## src/rtl/qtree_cfg_loader.sv

```systemverilog
// qtree_cfg_loader: bulk table-update initiator for the quadtree lookup engine.
// Turns stream-write and constant-fill commands into a control write sequence
// (one word per strobe), drains the lookup pipeline, then pulses done_o.
// Optional feature macro: QTREE_CFG_LOADER_LOOKUP_HOLD_EN adds lookup_hold_o,
// a registered stall request covering the whole table update.
module qtree_cfg_loader #(
  parameter int MM_ADDR_WIDTH = 16,
  parameter int MM_DATA_WIDTH = 32,
  parameter int LEN_WIDTH     = 16,
  parameter int DRAIN_CYCLES  = 8
) (
  input  logic                     clk_i,
  input  logic                     rst_i,
  input  logic                     cmd_valid_i,
  output logic                     cmd_ready_o,
  input  logic [1:0]               cmd_op_i,
  input  logic [MM_ADDR_WIDTH-1:0] cmd_addr_i,
  input  logic [LEN_WIDTH-1:0]     cmd_len_i,
  input  logic [MM_DATA_WIDTH-1:0] cmd_fill_i,
  input  logic                     wr_valid_i,
  input  logic [MM_DATA_WIDTH-1:0] wr_data_i,
  output logic                     wr_ready_o,
  output logic [MM_ADDR_WIDTH-1:0] mm_ctrl_addr_o,
  output logic [MM_DATA_WIDTH-1:0] mm_ctrl_data_o,
  output logic                     mm_ctrl_write_o,
  output logic                     busy_o,
  output logic                     done_o,
  output logic                     err_o
`ifdef QTREE_CFG_LOADER_LOOKUP_HOLD_EN
  ,
  output logic                     lookup_hold_o
`endif
);

  localparam int SUM_WIDTH = ((MM_ADDR_WIDTH > LEN_WIDTH) ? MM_ADDR_WIDTH : LEN_WIDTH) + 1;
  localparam int CNT_WIDTH = (DRAIN_CYCLES > 1) ? $clog2(DRAIN_CYCLES + 1) : 1;

  localparam logic [2:0] ST_IDLE   = 3'd0;
  localparam logic [2:0] ST_STREAM = 3'd1;
  localparam logic [2:0] ST_FILL   = 3'd2;
  localparam logic [2:0] ST_DRAIN  = 3'd3;
  localparam logic [2:0] ST_DONE   = 3'd4;

  logic [2:0]               state_q;
  logic [2:0]               state_d;
  logic [MM_ADDR_WIDTH-1:0] addr_q;
  logic [LEN_WIDTH-1:0]     rem_q;
  logic [MM_DATA_WIDTH-1:0] fill_q;
  logic                     err_flag_q;
  logic [CNT_WIDTH-1:0]     drain_q;

  logic                     cmd_accept;
  logic                     beat_accept;
  logic [SUM_WIDTH-1:0]     span_end;
  logic [MM_ADDR_WIDTH-1:0] last_addr;
  logic                     range_over;
  logic                     msb_cross;
  logic                     cmd_err;

  // The ready outputs are registered copies of the state, so they double as
  // the state qualifiers for the handshakes.
  assign cmd_accept  = cmd_valid_i && cmd_ready_o;
  assign beat_accept = wr_valid_i && wr_ready_o;

  // Range check of the incoming command: overrun of the address space, or
  // first and last word on different sides of the level/match split.
  always_comb begin
    span_end   = SUM_WIDTH'(cmd_addr_i) + SUM_WIDTH'(cmd_len_i);
    last_addr  = cmd_addr_i + MM_ADDR_WIDTH'(cmd_len_i) - MM_ADDR_WIDTH'(1);
    range_over = span_end > (SUM_WIDTH'(1) << MM_ADDR_WIDTH);
    msb_cross  = (cmd_len_i != '0) &&
                 (cmd_addr_i[MM_ADDR_WIDTH-1] != last_addr[MM_ADDR_WIDTH-1]);
    cmd_err    = cmd_op_i[1] || range_over || msb_cross;
  end

  // Next-state logic of the command sequencer.
  always_comb begin
    state_d = state_q;
    case (state_q)
      ST_IDLE: begin
        if (cmd_accept) begin
          if (cmd_len_i == '0 || cmd_op_i[1]) begin
            state_d = ST_DRAIN;
          end else if (cmd_op_i[0]) begin
            state_d = ST_FILL;
          end else begin
            state_d = ST_STREAM;
          end
        end
      end
      ST_STREAM: begin
        if (beat_accept && rem_q == LEN_WIDTH'(1)) begin
          state_d = ST_DRAIN;
        end
      end
      ST_FILL: begin
        if (rem_q == LEN_WIDTH'(1)) begin
          state_d = ST_DRAIN;
        end
      end
      ST_DRAIN: begin
        if (drain_q == '0) begin
          state_d = ST_DONE;
        end
      end
      ST_DONE: state_d = ST_IDLE;
      default: state_d = ST_IDLE;
    endcase
  end

  // State, command context, write port and status registers.
  always_ff @(posedge clk_i or negedge rst_i) begin
    if (!rst_i) begin
      state_q         <= ST_IDLE;
      addr_q          <= '0;
      rem_q           <= '0;
      fill_q          <= '0;
      err_flag_q      <= 1'b0;
      drain_q         <= '0;
      cmd_ready_o     <= 1'b0;
      wr_ready_o      <= 1'b0;
      mm_ctrl_addr_o  <= '0;
      mm_ctrl_data_o  <= '0;
      mm_ctrl_write_o <= 1'b0;
      busy_o          <= 1'b0;
      done_o          <= 1'b0;
      err_o           <= 1'b0;
    end else begin
      state_q         <= state_d;
      mm_ctrl_write_o <= 1'b0;
      // Ready returns the cycle after done_o, the same cycle busy_o drops.
      cmd_ready_o     <= (state_d == ST_IDLE) && (state_q != ST_DONE);
      wr_ready_o      <= (state_d == ST_STREAM);
      busy_o          <= (state_d != ST_IDLE) || (state_q == ST_DONE);
      done_o          <= (state_q == ST_DONE);
      err_o           <= (state_q == ST_DONE) && err_flag_q;

      case (state_q)
        ST_IDLE: begin
          if (cmd_accept) begin
            addr_q     <= cmd_addr_i;
            rem_q      <= cmd_len_i;
            fill_q     <= cmd_fill_i;
            err_flag_q <= cmd_err;
          end
        end
        ST_STREAM: begin
          if (beat_accept) begin
            mm_ctrl_addr_o  <= addr_q;
            mm_ctrl_data_o  <= wr_data_i;
            mm_ctrl_write_o <= 1'b1;
            addr_q          <= addr_q + MM_ADDR_WIDTH'(1);
            rem_q           <= rem_q - LEN_WIDTH'(1);
          end
        end
        ST_FILL: begin
          mm_ctrl_addr_o  <= addr_q;
          mm_ctrl_data_o  <= fill_q;
          mm_ctrl_write_o <= 1'b1;
          addr_q          <= addr_q + MM_ADDR_WIDTH'(1);
          rem_q           <= rem_q - LEN_WIDTH'(1);
        end
        default: ;
      endcase

      if (state_d == ST_DRAIN && state_q != ST_DRAIN) begin
        drain_q <= CNT_WIDTH'(DRAIN_CYCLES - 1);
      end else if (state_q == ST_DRAIN && drain_q != '0) begin
        drain_q <= drain_q - CNT_WIDTH'(1);
      end
    end
  end

`ifdef QTREE_CFG_LOADER_LOOKUP_HOLD_EN
  // Lookup stall request: rises the cycle after accept, falls after done_o.
  always_ff @(posedge clk_i or negedge rst_i) begin
    if (!rst_i) begin
      lookup_hold_o <= 1'b0;
    end else begin
      lookup_hold_o <= (state_d != ST_IDLE) || (state_q == ST_DONE);
    end
  end
`endif

endmodule

```

## config.mk

```make
export PLATFORM = sky130hd
export DESIGN_NAME = qtree_cfg_loader
export DESIGN_NICKNAME = d
export VERILOG_FILES = /design/src/rtl/qtree_cfg_loader.sv
export SDC_FILE = /design/constraint.sdc
export NUM_CORES = 1
export LEC_CHECK = 0
export ABC_CLOCK_PERIOD_IN_PS = 5050
export CAP_MARGIN = 20
export CORE_MARGIN = 2
export CORE_UTILIZATION = 45
export DETAILED_ROUTE_END_ITERATION = 6
export PLACE_DENSITY = 0.72
export SYNTH_ARGS = -nofsm -noshare
export SYNTH_HDL_FRONTEND = slang
export SYNTH_SLANG_ARGS = --single-unit
```

## constraint.sdc

```tcl
create_clock -name clk_i -period 5.05 [get_ports clk_i]
set_input_delay 1.2625 -clock clk_i [delete_from_list [all_inputs] [get_ports clk_i]]
set_output_delay 1.2625 -clock clk_i [all_outputs]
set_load 0.01 [all_outputs]
```

# Word-level counts from Yosys, hierarchy flattened
# Index checks and enable logic that the tools add are counted.
[totals]
ff_bits = 126
input_bits = 102
out_inout_bits = 54
elab_cells = 79
[classes]
eq_ne = 12
add_sub_neg = 6
mux = 21
magnitude_cmp = 1
reduce_logical = 25
[op_table]
columns = ["op", "n"]
rows = [
  ["$pmux 16 s3", 2],
  ["$mux 16", 5],
  ["$pmux 32 s2", 1],
  ["$mux 32", 1],
  ["$pmux 16 s2", 1],
  ["$sub 16x1->16 const B", 2],
  ["$add 16x16->17", 1],
  ["$gt 17x17->1 const B", 1],
  ["$add 16x1->16 const B", 1],
  ["$add 16x16->16", 1],
  ["$eq 16x1->1 const B", 1],
  ["$logic_not 16->1", 1],
  ["$reduce_bool 16->1", 1],
  ["$mux 3", 4],
  ["$pmux 3 s4", 1],
  ["$eq 3x2->1 const B", 3],
  ["$logic_and 1x1->1", 8],
  ["$mux 4", 2],
  ["$eq 3x1->1 const B", 2],
  ["$logic_not 3->1", 2],
  ["$reduce_bool 3->1", 2],
  ["$logic_not 4->1", 1],
  ["$logic_or 1x1->1", 4],
  ["$mux 2", 2],
  ["12 further kinds", 15],
]

# Depth between registers and ports, before layout
# Gate-level depths: netlist of the first run.
[logic_depth]
word_depth = 8
mapped_depth = 11
mapped_depth_nobuf = 11

# Worst setup path after synthesis of the first run
# Ideal clock, no wire load.
[synth_timing]
path_type = "input -> register"
from = "in cmd_addr_i[0]"
to = "reg err_flag_q"
path_slack_ps = 1711
setup_time_ps = 134
t_arrival_ps = 3205
path_buffers = 0
path_stages = 9
required_ps = 4916
cell_sequence = "ha_1 > fa_1 > a211o_1 > o211ai_1 > a211oi_1 > o311ai_1 > a2111oi_0 > o32ai_1 > a21oi_1"
[synth_via]
elab_chain_len = 5
elab_cells_between_ends = 8
[synth_rtl]
columns = ["element", "line", "rtl"]
rows = [
  ["start, declared", "17", "input logic [MM_ADDR_WIDTH-1:0] cmd_addr_i,"],
  ["$add 16x16->16", "69", "last_addr = cmd_addr_i + MM_ADDR_WIDTH'(cmd_len_i) - MM_ADDR_WIDTH'(1);"],
  ["$sub 16x1->16", "69", ""],
  ["$ne 1x1->1", "72", "(cmd_addr_i[MM_ADDR_WIDTH-1] != last_addr[MM_ADDR_WIDTH-1]);"],
  ["$logic_and 1x1->1", "71", "msb_cross = (cmd_len_i != '0) &&"],
  ["$logic_or 1x1->1 (*)", "73", "cmd_err = cmd_op_i[1] || range_over || msb_cross;"],
  ["end signal, assigned", "144", "err_flag_q <= cmd_err;"],
  ["end, declared", "49", "logic err_flag_q;"],
]
# Every way passes the cells marked *; elsewhere a longest branch is shown, timed or not.
# A chain may end at the register's enable or synchronous reset.

# Worst setup path in the final report of the first run
[layout_timing]
from = "in cmd_len_i[0]"
to = "reg err_flag_q"
[layout_via]
elab_chain_len = 5
elab_cells_between_ends = 9
[layout_rtl]
columns = ["element", "line", "rtl"]
rows = [
  ["start, declared", "18", "input logic [LEN_WIDTH-1:0] cmd_len_i,"],
  ["$add 16x16->16", "69", ""],
  ["$sub 16x1->16", "69", ""],
  ["$ne 1x1->1", "72", ""],
  ["$logic_and 1x1->1", "71", ""],
  ["$logic_or 1x1->1 (*)", "73", ""],
]
# Marked as above.

==> impl_table.tex, run 1 <==
\begin{tabular}{lr}
\hline
Metric & Value \\
\hline
\multicolumn{2}{l}{\textbf{Outcome}} \\
\quad Run status & finished clean \\
\multicolumn{2}{l}{\textbf{Die}} \\
\quad Core footprint & 15900 um2 \\
\quad Number of cell rows & 46 \\
\quad Ports placed on the boundary & 156 \\
\quad Area of the die & 17400 um2 \\
\quad Initial core utilization & 0.461 \\
\quad Width of the die & 132 um \\
\quad Floorplan die height & 132 um \\
\multicolumn{2}{l}{\textbf{Pwr}} \\
\quad Total power consumption of the routed design & 5.47 mW \\
\quad Static leakage power & 4.30 nW \\
\quad Part of the power in the clock network & 0.209 \\
\quad PwrDens & 566 nW/um2 \\
\quad Switching Share & 0.388 \\
\quad Relative contribution of combinational cells to total power & 0.452 \\
\quad Worst vdd ir & 335 uV \\
\quad Sequential Power Share & 0.339 \\
\quad P\_sw & 2.13 mW \\
\quad Internal Dissipation & 3.35 mW \\
\multicolumn{2}{l}{\textbf{Synthesis}} \\
\quad Main flop type after synthesis & sky130\_fd\_sc\_hd\_\_dfrtp\_1 \\
\quad Top cells by area, synth & sky130\_fd\_sc\_hd\_\_dfrtp\_1 43\%, sky130\_fd\_sc\_hd\_\_ha\_1 8.2\%, sky130\_fd\_sc\_hd\_\_nand2\_1 6.5\%, sky130\_fd\_sc\_hd\_\_a21oi\_1 6.3\%, sky130\_fd\_sc\_hd\_\_mux2i\_1 4.8\% \\
\quad Area share of the largest cell type after synthesis & 0.429 \\
\quad Top cell type by total area after synthesis & sky130\_fd\_sc\_hd\_\_dfrtp\_1 \\
\quad Synthesized Nets & 979 \\
\quad Proportion of synthesized flip-flops having asynchronous set or reset & 1.00 \\
\quad Mapped cell area & 7350 um2 \\
\quad Most used standard cells in the synthesized netlist & 127 x sky130\_fd\_sc\_hd\_\_nand2\_1, 126 x sky130\_fd\_sc\_hd\_\_dfrtp\_1, 93 x sky130\_fd\_sc\_hd\_\_a21oi\_1 \\
\quad Number of storage elements in the synthesis netlist & 126 \\
\quad Leading cell type by number of instances after synthesis & sky130\_fd\_sc\_hd\_\_nand2\_1 \\
\quad EDFF count, synth & 0 \\
\quad Number of cells produced by synthesis & 828 \\
\quad Number of distinct library cells after synthesis & 74 \\
\quad Total number of yosys warnings & 0 \\
\quad Sequential-to-total area share from yosys stat & 0.429 \\
\quad Avg Cell Area, Syn & 8.87 um2 \\
\multicolumn{2}{l}{\textbf{Clock network}} \\
\quad Root buffer selected by CTS & sky130\_fd\_sc\_hd\_\_clkbuf\_16 \\
\quad H-tree depth & 4 \\
\quad Total number of clock tree sinks & 126 \\
\quad PostCTS Resize Cnt & 0 \\
\quad CTS tree & done \\
\quad TritonCTS Buffers & 17 \\
\quad Worst-Skew Late Latency & 0.42 ns \\
\quad Post-CTS setup repair buffer count & 0 \\
\quad Number of buffers on the longest clock path & 2 \\
\quad Quantity of hold-fixing buffers added after cts & 0 \\
\quad Clock transition at the registers of the reported paths & 0.05 ns \\
\multicolumn{2}{l}{\textbf{STA}} \\
\quad Final max-slew violation count & 0 \\
\quad Final setup viols & 0 \\
\quad Final hold viol count & 0 \\
\quad RSZ-0062 raised after global routing & no \\
\quad Max transition margin & 0.397 \\
\quad Total Neg Setup Slack & 0 ns \\
\quad Max Clock Skew & 0.00934 ns \\
\quad Time the final worst path needs with I/O delays and setup & 3.74 ns \\
\quad Slack of the critical path & 1.31 ns \\
\quad Post-route fraction of the period consumed by the critical path & 0.740 \\
\quad Highest clock rate & 0.268 GHz \\
\quad Tightest Pin Transition & 0.905 ns \\
\multicolumn{2}{l}{\textbf{Place}} \\
\quad Post-DP HPWL & 14700 um \\
\quad Routability congestion estimate & 0.916 \\
\quad Post-place instance area & 9110 um2 \\
\quad Number of buffer cells added on primary ports & 155 \\
\quad Pre-CTS setup slack & 0.891 ns \\
\multicolumn{2}{l}{\textbf{Worst setup path}} \\
\quad Critical setup path kind & input pin to flop \\
\quad Max Fanout on Critical Path & 3 \\
\quad Worst flop-to-flop path startpoint & state\_q[0]\$\_DFF\_PN0\_ \\
\quad Start point of the critical path & cmd\_len\_i[0] \\
\quad Arrival time of the worst setup path & 4.02 ns \\
\quad Required time worst endpoint & 5.34 ns \\
\quad Critical path launch point type & input pin \\
\quad Slack of the worst reg-to-reg path & 2.41 ns \\
\quad Crit path capture type & flop \\
\multicolumn{2}{l}{\textbf{Routing}} \\
\quad Antenna viol nets, final & 0 \\
\quad Per-cell routed wire length & 16.6 um \\
\quad DRC violations left & 0 \\
\quad Via count normalized by instance count & 5.42 \\
\quad Via count of the routed design & 6523 \\
\quad DR iter-0 viols & 421 \\
\quad Routed WL & 20000 um \\
\quad Number of detailed-route iterations in the first pass & 6 \\
\multicolumn{2}{l}{\textbf{GRT}} \\
\quad Gr usage total & 0.237 \\
\quad Leftover overflow at the end of global routing & 0 \\
\quad Number of antenna violations at the first check in global routing & 0 \\
\quad Wire length of the first global-routing pass & 32800 um \\
\quad Maximum number of pins on one net before global-route repair & 71 \\
\quad Number of global-route vias before repair & 6268 \\
\multicolumn{2}{l}{\textbf{Cells and area}} \\
\quad Final instance area & 9670 um2 \\
\quad Final Core Density & 0.607 \\
\quad Total area of multi-input combinational cells & 3800 um2 \\
\quad Final nets & 1126 \\
\quad Fillcell total & 1430 \\
\quad Number of diodes added for antenna fixing & 0 \\
\quad Proportion of layout cells with a drive suffix above 1 & 0.0597 \\
\quad FF+latch area & 3150 um2 \\
\quad Area growth syn-to-layout & 31.6\% \\
\multicolumn{2}{l}{\textbf{Run}} \\
\quad MaxCap Viol Count & 0 \\
\multicolumn{2}{l}{\textbf{Worst hold path}} \\
\quad Hold Crit Start & fill\_q[27]\$\_DFFE\_PN0P\_ \\
\quad Hold WC Path Type & flop to flop \\
\hline
\end{tabular}
## placed cells by master (no fill, tap or decap), types with 21 or more instances in the layout
cell	count
sky130_fd_sc_hd__clkdlybuf4s50_1	154
sky130_fd_sc_hd__nand2_1	127
sky130_fd_sc_hd__dfrtp_1	126
sky130_fd_sc_hd__a21oi_1	93
sky130_fd_sc_hd__inv_1	68
sky130_fd_sc_hd__nor2_1	63
sky130_fd_sc_hd__ha_1	48
sky130_fd_sc_hd__mux2i_1	35
sky130_fd_sc_hd__o21ai_0	29
sky130_fd_sc_hd__nand3_1	21
## per-layer routing
metal | global-route usage | wire length [um] | vias up
met2 | 0.375 | 9320 | 217
met5 | 0 | 0 | -
met4 | 0.0821 | 505 | 0
met3 | 0.0550 | 1100 | 31
met1 | 0.320 | 9110 | 3086
li1 | - | - | 3189
## worst max-delay path, stage by stage
cell and delay [ns]:
sky130_fd_sc_hd__clkdlybuf4s50_1 0.46, sky130_fd_sc_hd__ha_1 0.23, sky130_fd_sc_hd__fa_1 0.44, sky130_fd_sc_hd__a211o_1 0.32
sky130_fd_sc_hd__o211ai_1 0.15, sky130_fd_sc_hd__a211oi_1 0.18, sky130_fd_sc_hd__o311ai_1 0.42, sky130_fd_sc_hd__a2111oi_0 0.18
sky130_fd_sc_hd__o32ai_1 0.30, sky130_fd_sc_hd__a21oi_1 0.06
## kinds of logic after synthesis
logic type | share of synthesized area
and+or+nand+nor | 0.176
AOI/OAI and AO/OA | 0.175
muxes | 0.0722
buffers and inverters | 0.0565
adders and majority gates | 0.0845
DFF | 0.429
xor gates and xnor gates | 0.00596
## metrics by stage
step                instances  hold WS [ns]
CTS                      1204         0.477
finish                   1204         0.473
detailed placement       1172         0.464
global placement         1172         0.458
floorplan                 828         0.445
global route             1204         0.497
## power by group through the flow
stage | Combinational, mW | Sequential, mW | Clock (mW)
finish | 2.47 | 1.86 | 1.14
global route | 2.75 | 1.92 | 1.22
floorplan | 1.51 | 1.89 | 0
global placement | 2.44 | 1.85 | 0
CTS | 2.49 | 1.85 | 1.17
detailed placement | 2.47 | 1.87 | 0
## flip-flops by register name (all words and copies together), names as in the netlist
signal / cells
addr_q: 16
busy_o: 1
cmd_ready_o: 1
done_o: 1
drain_q: 4
err_flag_q: 1
err_o: 1
fill_q: 32
mm_ctrl_addr_o: 16
mm_ctrl_data_o: 32
mm_ctrl_write_o: 1
rem_q: 16
state_q: 3
wr_ready_o: 1
## cell type report
| cell class | instances | area share |
|---|---|---|
| tap | 216 | 0.0279 |
| sequential | 126 | 0.326 |
| timing repair buffer | 164 | 0.168 |
| clock buffer | 23 | 0.0494 |
| inverter | 69 | 0.0268 |
| clock inverter | 9 | 0.00880 |
| multi-input combinational | 597 | 0.393 |
## path summary, 6_finish.rpt
| check | cells past startpoint | to |
|---|---|---|
| hold reg to reg | 2 | fill_q[27]$_DFFE_PN0P_ |
| setup reg to reg | 7 | mm_ctrl_data_o[0]$_DFFE_PN0P_ |
| hold / removal | 2 | fill_q[27]$_DFFE_PN0P_ |
| min in group asynchronous | 1 | drain_q[2]$_DFFE_PN0P_ |
| max in group asynchronous | 2 | addr_q[10]$_DFFE_PN0P_ |
| setup / recovery | 10 | err_flag_q$_DFFE_PN0P_ |
Power figures use the tool's default switching activity.
==> inputs of run 2 (changes only) <==
- ABC_CLOCK_PERIOD_IN_PS: 5050 -> 3500
- clock period: 5.05 -> 3.5 ns (I/O delays scaled with it)
==> impl_table.tex, run 2 (synthesized netlist as in run 1, its figures left out) <==
\begin{tabular}{lr}
\hline
Metric & Value \\
\hline
\multicolumn{2}{l}{\textbf{Clock network}} \\
\quad Quantity of hold-fixing buffers added after cts & 0 \\
\quad H-tree depth & 4 \\
\quad CTS tree & done \\
\quad Total number of clock tree sinks & 126 \\
\quad Number of buffers on the longest clock path & 2 \\
\quad TritonCTS Buffers & 17 \\
\quad Post-CTS setup repair buffer count & 0 \\
\quad Clock transition at the registers of the reported paths & 0.06 ns \\
\quad PostCTS Resize Cnt & 0 \\
\quad Worst-Skew Late Latency & 0.42 ns \\
\quad Root buffer selected by CTS & sky130\_fd\_sc\_hd\_\_clkbuf\_16 \\
\multicolumn{2}{l}{\textbf{Pwr}} \\
\quad Internal Dissipation & 5.01 mW \\
\quad PwrDens & 801 nW/um2 \\
\quad Static leakage power & 4.58 nW \\
\quad Total power consumption of the routed design & 8.12 mW \\
\quad Part of the power in the clock network & 0.216 \\
\quad P\_sw & 3.11 mW \\
\quad Worst vdd ir & 522 uV \\
\quad Sequential Power Share & 0.329 \\
\quad Relative contribution of combinational cells to total power & 0.455 \\
\quad Switching Share & 0.383 \\
\multicolumn{2}{l}{\textbf{STA}} \\
\quad Highest clock rate & 0.307 GHz \\
\quad Final hold viol count & 0 \\
\quad Max transition margin & 0.474 \\
\quad Tightest Pin Transition & 0.789 ns \\
\quad Final max-slew violation count & 0 \\
\quad Hold slack final & 0.343 ns \\
\quad Post-route fraction of the period consumed by the critical path & 0.931 \\
\quad RSZ-0062 raised after global routing & no \\
\quad Total Neg Setup Slack & 0 ns \\
\quad Slack of the critical path & 0.241 ns \\
\quad Time the final worst path needs with I/O delays and setup & 3.26 ns \\
\quad Max Clock Skew & 0.0107 ns \\
\quad Final setup viols & 0 \\
\multicolumn{2}{l}{\textbf{Worst setup path}} \\
\quad Crit path capture type & flop \\
\quad Required time worst endpoint & 3.78 ns \\
\quad Max Fanout on Critical Path & 3 \\
\quad Critical setup path kind & input pin to flop \\
\quad Critical path launch point type & input pin \\
\quad Arrival time of the worst setup path & 3.54 ns \\
\multicolumn{2}{l}{\textbf{Worst hold path}} \\
\quad Hold WC Path Type & input pin to asynchronous set/reset pin \\
\multicolumn{2}{l}{\textbf{Die}} \\
\quad Number of cell rows & 46 \\
\quad Ports placed on the boundary & 156 \\
\quad Width of the die & 132 um \\
\quad Floorplan die height & 132 um \\
\quad Initial core utilization & 0.461 \\
\quad Area of the die & 17400 um2 \\
\quad Core footprint & 15900 um2 \\
\multicolumn{2}{l}{\textbf{Cells and area}} \\
\quad Registers with the most flip-flops & fill\_q x32, mm\_ctrl\_data\_o x32 \\
\quad Fillcell total & 1379 \\
\quad Number of diodes added for antenna fixing & 0 \\
\quad Final Core Density & 0.636 \\
\quad Commonest non-fill, non-tap cell in the layout & sky130\_fd\_sc\_hd\_\_clkdlybuf4s50\_1 \\
\quad Area growth syn-to-layout & 37.9\% \\
\quad Highest-count cells in the layout ignoring fill and taps & 154 x sky130\_fd\_sc\_hd\_\_clkdlybuf4s50\_1, 127 x sky130\_fd\_sc\_hd\_\_nand2\_1, 126 x sky130\_fd\_sc\_hd\_\_dfrtp\_1 \\
\quad Final nets & 1181 \\
\quad Proportion of layout cells with a drive suffix above 1 & 0.109 \\
\multicolumn{2}{l}{\textbf{Run}} \\
\quad MaxCap Viol Count & 0 \\
\multicolumn{2}{l}{\textbf{Place}} \\
\quad Pre-CTS setup slack & -0.192 ns \\
\quad Number of buffer cells added on primary ports & 155 \\
\quad Routability congestion estimate & 0.974 \\
\quad Post-DP HPWL & 15500 um \\
\multicolumn{2}{l}{\textbf{Routing}} \\
\quad Via count normalized by instance count & 5.35 \\
\quad Antenna viol nets, final & 0 \\
\quad Routed WL & 20800 um \\
\quad DRC violations left & 0 \\
\quad Number of detailed-route iterations in the first pass & 5 \\
\quad Per-cell routed wire length & 16.5 um \\
\quad Via count of the routed design & 6730 \\
\quad DR iter-0 viols & 413 \\
\multicolumn{2}{l}{\textbf{GRT}} \\
\quad Maximum number of pins on one net before global-route repair & 82 \\
\quad Number of global-route vias before repair & 6561 \\
\quad Gr usage total & 0.249 \\
\quad Leftover overflow at the end of global routing & 0 \\
\quad Number of antenna violations at the first check in global routing & 0 \\
\quad Wire length of the first global-routing pass & 34600 um \\
\multicolumn{2}{l}{\textbf{Outcome}} \\
\quad Run status & finished clean \\
\hline
\end{tabular}
[run 2: cell count changes in the layout (fill, tap and decap cells not counted), sizes merged]
cell      delta
buf         +55
clkinvlp     -1
bufinv       +2
inv          -1
clkinv       +1
clkbuf       -3
[run 2: cell type report]
type / count / area, um2 / area share
Clock buffer: 20 / 447 / 0.0441
Tap cell: 216 / 270 / 0.0267
Inverter: 69 / 259 / 0.0256
Timing Repair Buffer: 219 / 2070 / 0.204
Multi-Input combinational cell: 597 / 3800 / 0.375
Clock inverter: 10 / 141 / 0.0140
Sequential cell: 126 / 3150 / 0.311
[run 2: metal layers]
metal / share of wire / wire length [um] / vias to the layer above / GRT usage
met4: 0.018 / 366 / 0 / 0.0851
met2: 0.49 / 10200 / 207 / 0.414
met1: 0.43 / 9030 / 3198 / 0.325
met5: 0 / 0 / - / 0
li1: - / - / 3298 / -
met3: 0.058 / 1200 / 27 / 0.0531
[run 2: path summary, 6_finish.rpt]
check	cells past startpoint	end	slack [ns]	startpoint
hold / removal	1	mm_ctrl_data_o[1]$_DFFE_PN0P_	0.34	rst_i
setup / recovery	10	err_flag_q$_DFFE_PN0P_	0.24	cmd_addr_i[0]
min in group clk_i	2	fill_q[27]$_DFFE_PN0P_	0.47	fill_q[27]$_DFFE_PN0P_
hold reg to reg	2	fill_q[27]$_DFFE_PN0P_	0.47	fill_q[27]$_DFFE_PN0P_
setup reg to reg	6	mm_ctrl_addr_o[4]$_DFFE_PN0P_	0.91	state_q[0]$_DFF_PN0_
max in group asynchronous	2	mm_ctrl_addr_o[0]$_DFFE_PN0P_	2.34	rst_i
[run 2: critical path: stages]
cell and delay, ns:
sky130_fd_sc_hd__clkdlybuf4s50_1 0.43, sky130_fd_sc_hd__ha_1 0.24, sky130_fd_sc_hd__fa_1 0.40, sky130_fd_sc_hd__a211o_1 0.31, sky130_fd_sc_hd__o211ai_1 0.13, sky130_fd_sc_hd__a211oi_1 0.13, sky130_fd_sc_hd__o311ai_1 0.43, sky130_fd_sc_hd__a2111oi_0 0.20
sky130_fd_sc_hd__o32ai_1 0.33, sky130_fd_sc_hd__a21oi_1 0.07
[run 2: power by group through the flow]
stage	registers, mW	clock network [mW]	logic, mW
6_report	2.67	1.75	3.69
3_3_place_gp	2.66	0	3.60
5_1_grt	2.79	1.86	4.12
4_1_cts	2.67	1.79	3.71
2_1_floorplan	2.73	0	2.18
3_5_place_dp	2.69	0	3.69
[run 2: stage by stage]
stage	area, um2	cells
after detailed placement	9550	1227
final	10100	1257
after global placement	9550	1227
after floorplan	7350	828
after global routing	10100	1257
after CTS	10100	1257
==> inputs of run 3 (changes only) <==
- CORE_UTILIZATION: 45 -> 40
- PLACE_DENSITY: 0.72 -> 0.65
==> impl_table.tex, run 3 (synthesized netlist as in run 1, its figures left out) <==
\begin{tabular}{lr}
\hline
Metric & Value \\
\hline
\multicolumn{2}{l}{\textbf{Worst setup path}} \\
\quad Slack of the worst reg-to-reg path & 0.87 ns \\
\quad Arrival time of the worst setup path & 3.46 ns \\
\quad Destination of the worst register-to-register timing path & mm\_ctrl\_data\_o[25]\$\_DFFE\_PN0P\_ \\
\quad Cell chain of the critical path & clkdlybuf4s50\_1 -> inv\_1 -> ha\_1 -> inv\_1 -> ha\_1 -> a21oi\_1 -> a21oi\_1 -> o311ai\_0 -> buf\_4 -> a211o\_1 -> o211ai\_1 -> nor4\_1 -> a21oi\_1 \\
\quad Worst flop-to-flop path startpoint & state\_q[0]\$\_DFF\_PN0\_ \\
\quad Critical path launch point type & input pin \\
\quad Top Family by Delay on Critical Path & compound AO/OA/AOI/OAI gates \\
\quad Total stage count of the critical path & 13 \\
\quad Endpoint of the most critical setup path & err\_flag\_q\$\_DFFE\_PN0P\_ \\
\quad Max Fanout on Critical Path & 2 \\
\quad Crit path capture type & flop \\
\quad Required time worst endpoint & 3.78 ns \\
\quad Delay of the slowest critical-path stage & 0.48 ns \\
\quad Slowest CP cell & sky130\_fd\_sc\_hd\_\_clkdlybuf4s50\_1 \\
\quad Cells on worst reg2reg path & 7 \\
\quad Buffering stage count on the worst path with inverters included & 4 \\
\quad Critical setup path kind & input pin to flop \\
\quad Start point of the critical path & cmd\_addr\_i[3] \\
\quad Most Frequent Cell on Critical Path & sky130\_fd\_sc\_hd\_\_a21oi\_1 \\
\multicolumn{2}{l}{\textbf{Outcome}} \\
\quad Run status & finished clean \\
\multicolumn{2}{l}{\textbf{Routing}} \\
\quad Via count normalized by instance count & 5.20 \\
\quad Via count of the routed design & 6657 \\
\quad Per-cell routed wire length & 16.2 um \\
\quad DRC violations left & 0 \\
\quad Number of detailed-route iterations in the first pass & 7 \\
\quad DR iter-0 viols & 281 \\
\quad Antenna viol nets, final & 0 \\
\quad Routed WL & 20800 um \\
\multicolumn{2}{l}{\textbf{Pwr}} \\
\quad Static leakage power & 4.65 nW \\
\quad Worst vdd ir & 526 uV \\
\quad PwrDens & 810 nW/um2 \\
\quad Total power consumption of the routed design & 8.32 mW \\
\multicolumn{2}{l}{\textbf{Die}} \\
\quad Ports placed on the boundary & 156 \\
\quad Area of the die & 19500 um2 \\
\quad Floorplan die height & 140 um \\
\quad Number of cell rows & 49 \\
\quad Initial core utilization & 0.409 \\
\quad Width of the die & 140 um \\
\quad Core footprint & 18000 um2 \\
\multicolumn{2}{l}{\textbf{Cells and area}} \\
\quad Final nets & 1190 \\
\quad Number of diodes added for antenna fixing & 0 \\
\quad Area growth syn-to-layout & 39.8\% \\
\quad Proportion of layout cells with a drive suffix above 1 & 0.117 \\
\quad Registers with the most flip-flops & fill\_q x32, mm\_ctrl\_data\_o x32 \\
\quad Final instance area & 10300 um2 \\
\quad Commonest non-fill, non-tap cell in the layout & sky130\_fd\_sc\_hd\_\_clkdlybuf4s50\_1 \\
\quad Final Core Density & 0.572 \\
\quad Fillcell total & 1644 \\
\quad Highest-count cells in the layout ignoring fill and taps & 154 x sky130\_fd\_sc\_hd\_\_clkdlybuf4s50\_1, 127 x sky130\_fd\_sc\_hd\_\_nand2\_1, 126 x sky130\_fd\_sc\_hd\_\_dfrtp\_1 \\
\multicolumn{2}{l}{\textbf{Clock network}} \\
\quad Total number of clock tree sinks & 126 \\
\quad Post-CTS setup repair buffer count & 0 \\
\quad CTS tree & done \\
\quad TritonCTS Buffers & 17 \\
\quad Clock transition at the registers of the reported paths & 0.06 ns \\
\quad Number of buffers on the longest clock path & 2 \\
\quad PostCTS Resize Cnt & 0 \\
\quad Worst-Skew Late Latency & 0.41 ns \\
\quad H-tree depth & 4 \\
\quad Quantity of hold-fixing buffers added after cts & 0 \\
\quad Root buffer selected by CTS & sky130\_fd\_sc\_hd\_\_clkbuf\_16 \\
\multicolumn{2}{l}{\textbf{STA}} \\
\quad Max transition margin & 0.499 \\
\quad Final max-slew violation count & 0 \\
\quad Highest clock rate & 0.315 GHz \\
\quad Final hold viol count & 0 \\
\quad Tightest Pin Transition & 0.752 ns \\
\quad Max Clock Skew & 0.00567 ns \\
\quad Post-route fraction of the period consumed by the critical path & 0.907 \\
\quad Time the final worst path needs with I/O delays and setup & 3.18 ns \\
\quad Total Neg Setup Slack & 0 ns \\
\quad RSZ-0062 raised after global routing & no \\
\quad Final setup viols & 0 \\
\quad Slack of the critical path & 0.325 ns \\
\multicolumn{2}{l}{\textbf{Worst hold path}} \\
\quad Hold WC Path Type & input pin to asynchronous set/reset pin \\
\multicolumn{2}{l}{\textbf{GRT}} \\
\quad Number of antenna violations at the first check in global routing & 0 \\
\quad Number of global-route vias before repair & 6632 \\
\quad Wire length of the first global-routing pass & 34300 um \\
\quad Met2 track demand over resource in global routing & 0.365 \\
\quad Routing usage on met3 & 0.0482 \\
\quad Gr usage total & 0.219 \\
\quad Maximum number of pins on one net before global-route repair & 50 \\
\quad Global Route met1 Usage & 0.288 \\
\quad Leftover overflow at the end of global routing & 0 \\
\quad Busiest grt layer & met2 \\
\multicolumn{2}{l}{\textbf{Place}} \\
\quad Number of buffer cells added on primary ports & 155 \\
\quad Post-DP HPWL & 15900 um \\
\quad Pre-CTS setup slack & -0.0851 ns \\
\quad Post-place instance area & 9630 um2 \\
\quad Routability congestion estimate & 0.917 \\
\multicolumn{2}{l}{\textbf{Run}} \\
\quad MaxCap Viol Count & 0 \\
\hline
\end{tabular}
[run 3: changes by cell type in the layout (fill, tap and decap cells not counted)]
cell                        change
sky130_fd_sc_hd__o311ai_0       +1
sky130_fd_sc_hd__a31oi_2        -1
sky130_fd_sc_hd__a31oi_4        +1
sky130_fd_sc_hd__clkinv_4       -1
sky130_fd_sc_hd__buf_12         -1
sky130_fd_sc_hd__clkbuf_1       -1
sky130_fd_sc_hd__clkinv_2       -1
sky130_fd_sc_hd__bufinv_16      +2
sky130_fd_sc_hd__buf_4         +10
sky130_fd_sc_hd__o311ai_1       -1
sky130_fd_sc_hd__clkbuf_8       +1
[run 3: metal layers]
metal | vias up | share of wire
met2 | 207 | 0.48
met4 | 0 | 0.018
met1 | 3110 | 0.44
met3 | 26 | 0.063
met5 | - | 0
li1 | 3314 | -
[run 3: per-stage QoR]
stage               hold slack, ns  cells
floorplan                    0.445    828
global placement             0.459   1249
detailed placement           0.462   1249
CTS                          0.477   1279
global route                 0.495   1279
finish                       0.472   1279
[run 3: final cells by class]
cell class	count	area, um2	area share
Multi-Input combinational cell	597	3800	0.370
Sequential cell	126	3150	0.307
Timing Repair Buffer	228	2120	0.207
Clock buffer	20	457	0.0445
Tap cell	229	287	0.0279
Inverter	69	259	0.0252
Clock inverter	10	188	0.0183
[run 3: worst min-delay path by stage]
stage	startpoint	depth (start not counted)	slack [ns]	to
after global routing	fill_q[8]$_DFFE_PN0P_	2	0.49	fill_q[8]$_DFFE_PN0P_
after detailed placement	fill_q[25]$_DFFE_PN0P_	2	0.46	fill_q[25]$_DFFE_PN0P_
after global placement	fill_q[7]$_DFFE_PN0P_	2	0.46	fill_q[7]$_DFFE_PN0P_
after floorplan	fill_q[0]$_DFFE_PN0P_	2	0.45	fill_q[0]$_DFFE_PN0P_
final	rst_i	1	0.47	fill_q[6]$_DFFE_PN0P_
after CTS	fill_q[8]$_DFFE_PN0P_	2	0.48	fill_q[8]$_DFFE_PN0P_
[run 3: power breakdown]
part	switching, mW	internal, mW	total [mW]	leakage [nW]
logic	1.96	1.76	3.72	2.86
registers	0.505	2.17	2.67	1.48
clock network	0.638	1.29	1.93	0.308
total	3.10	5.22	8.32	4.65
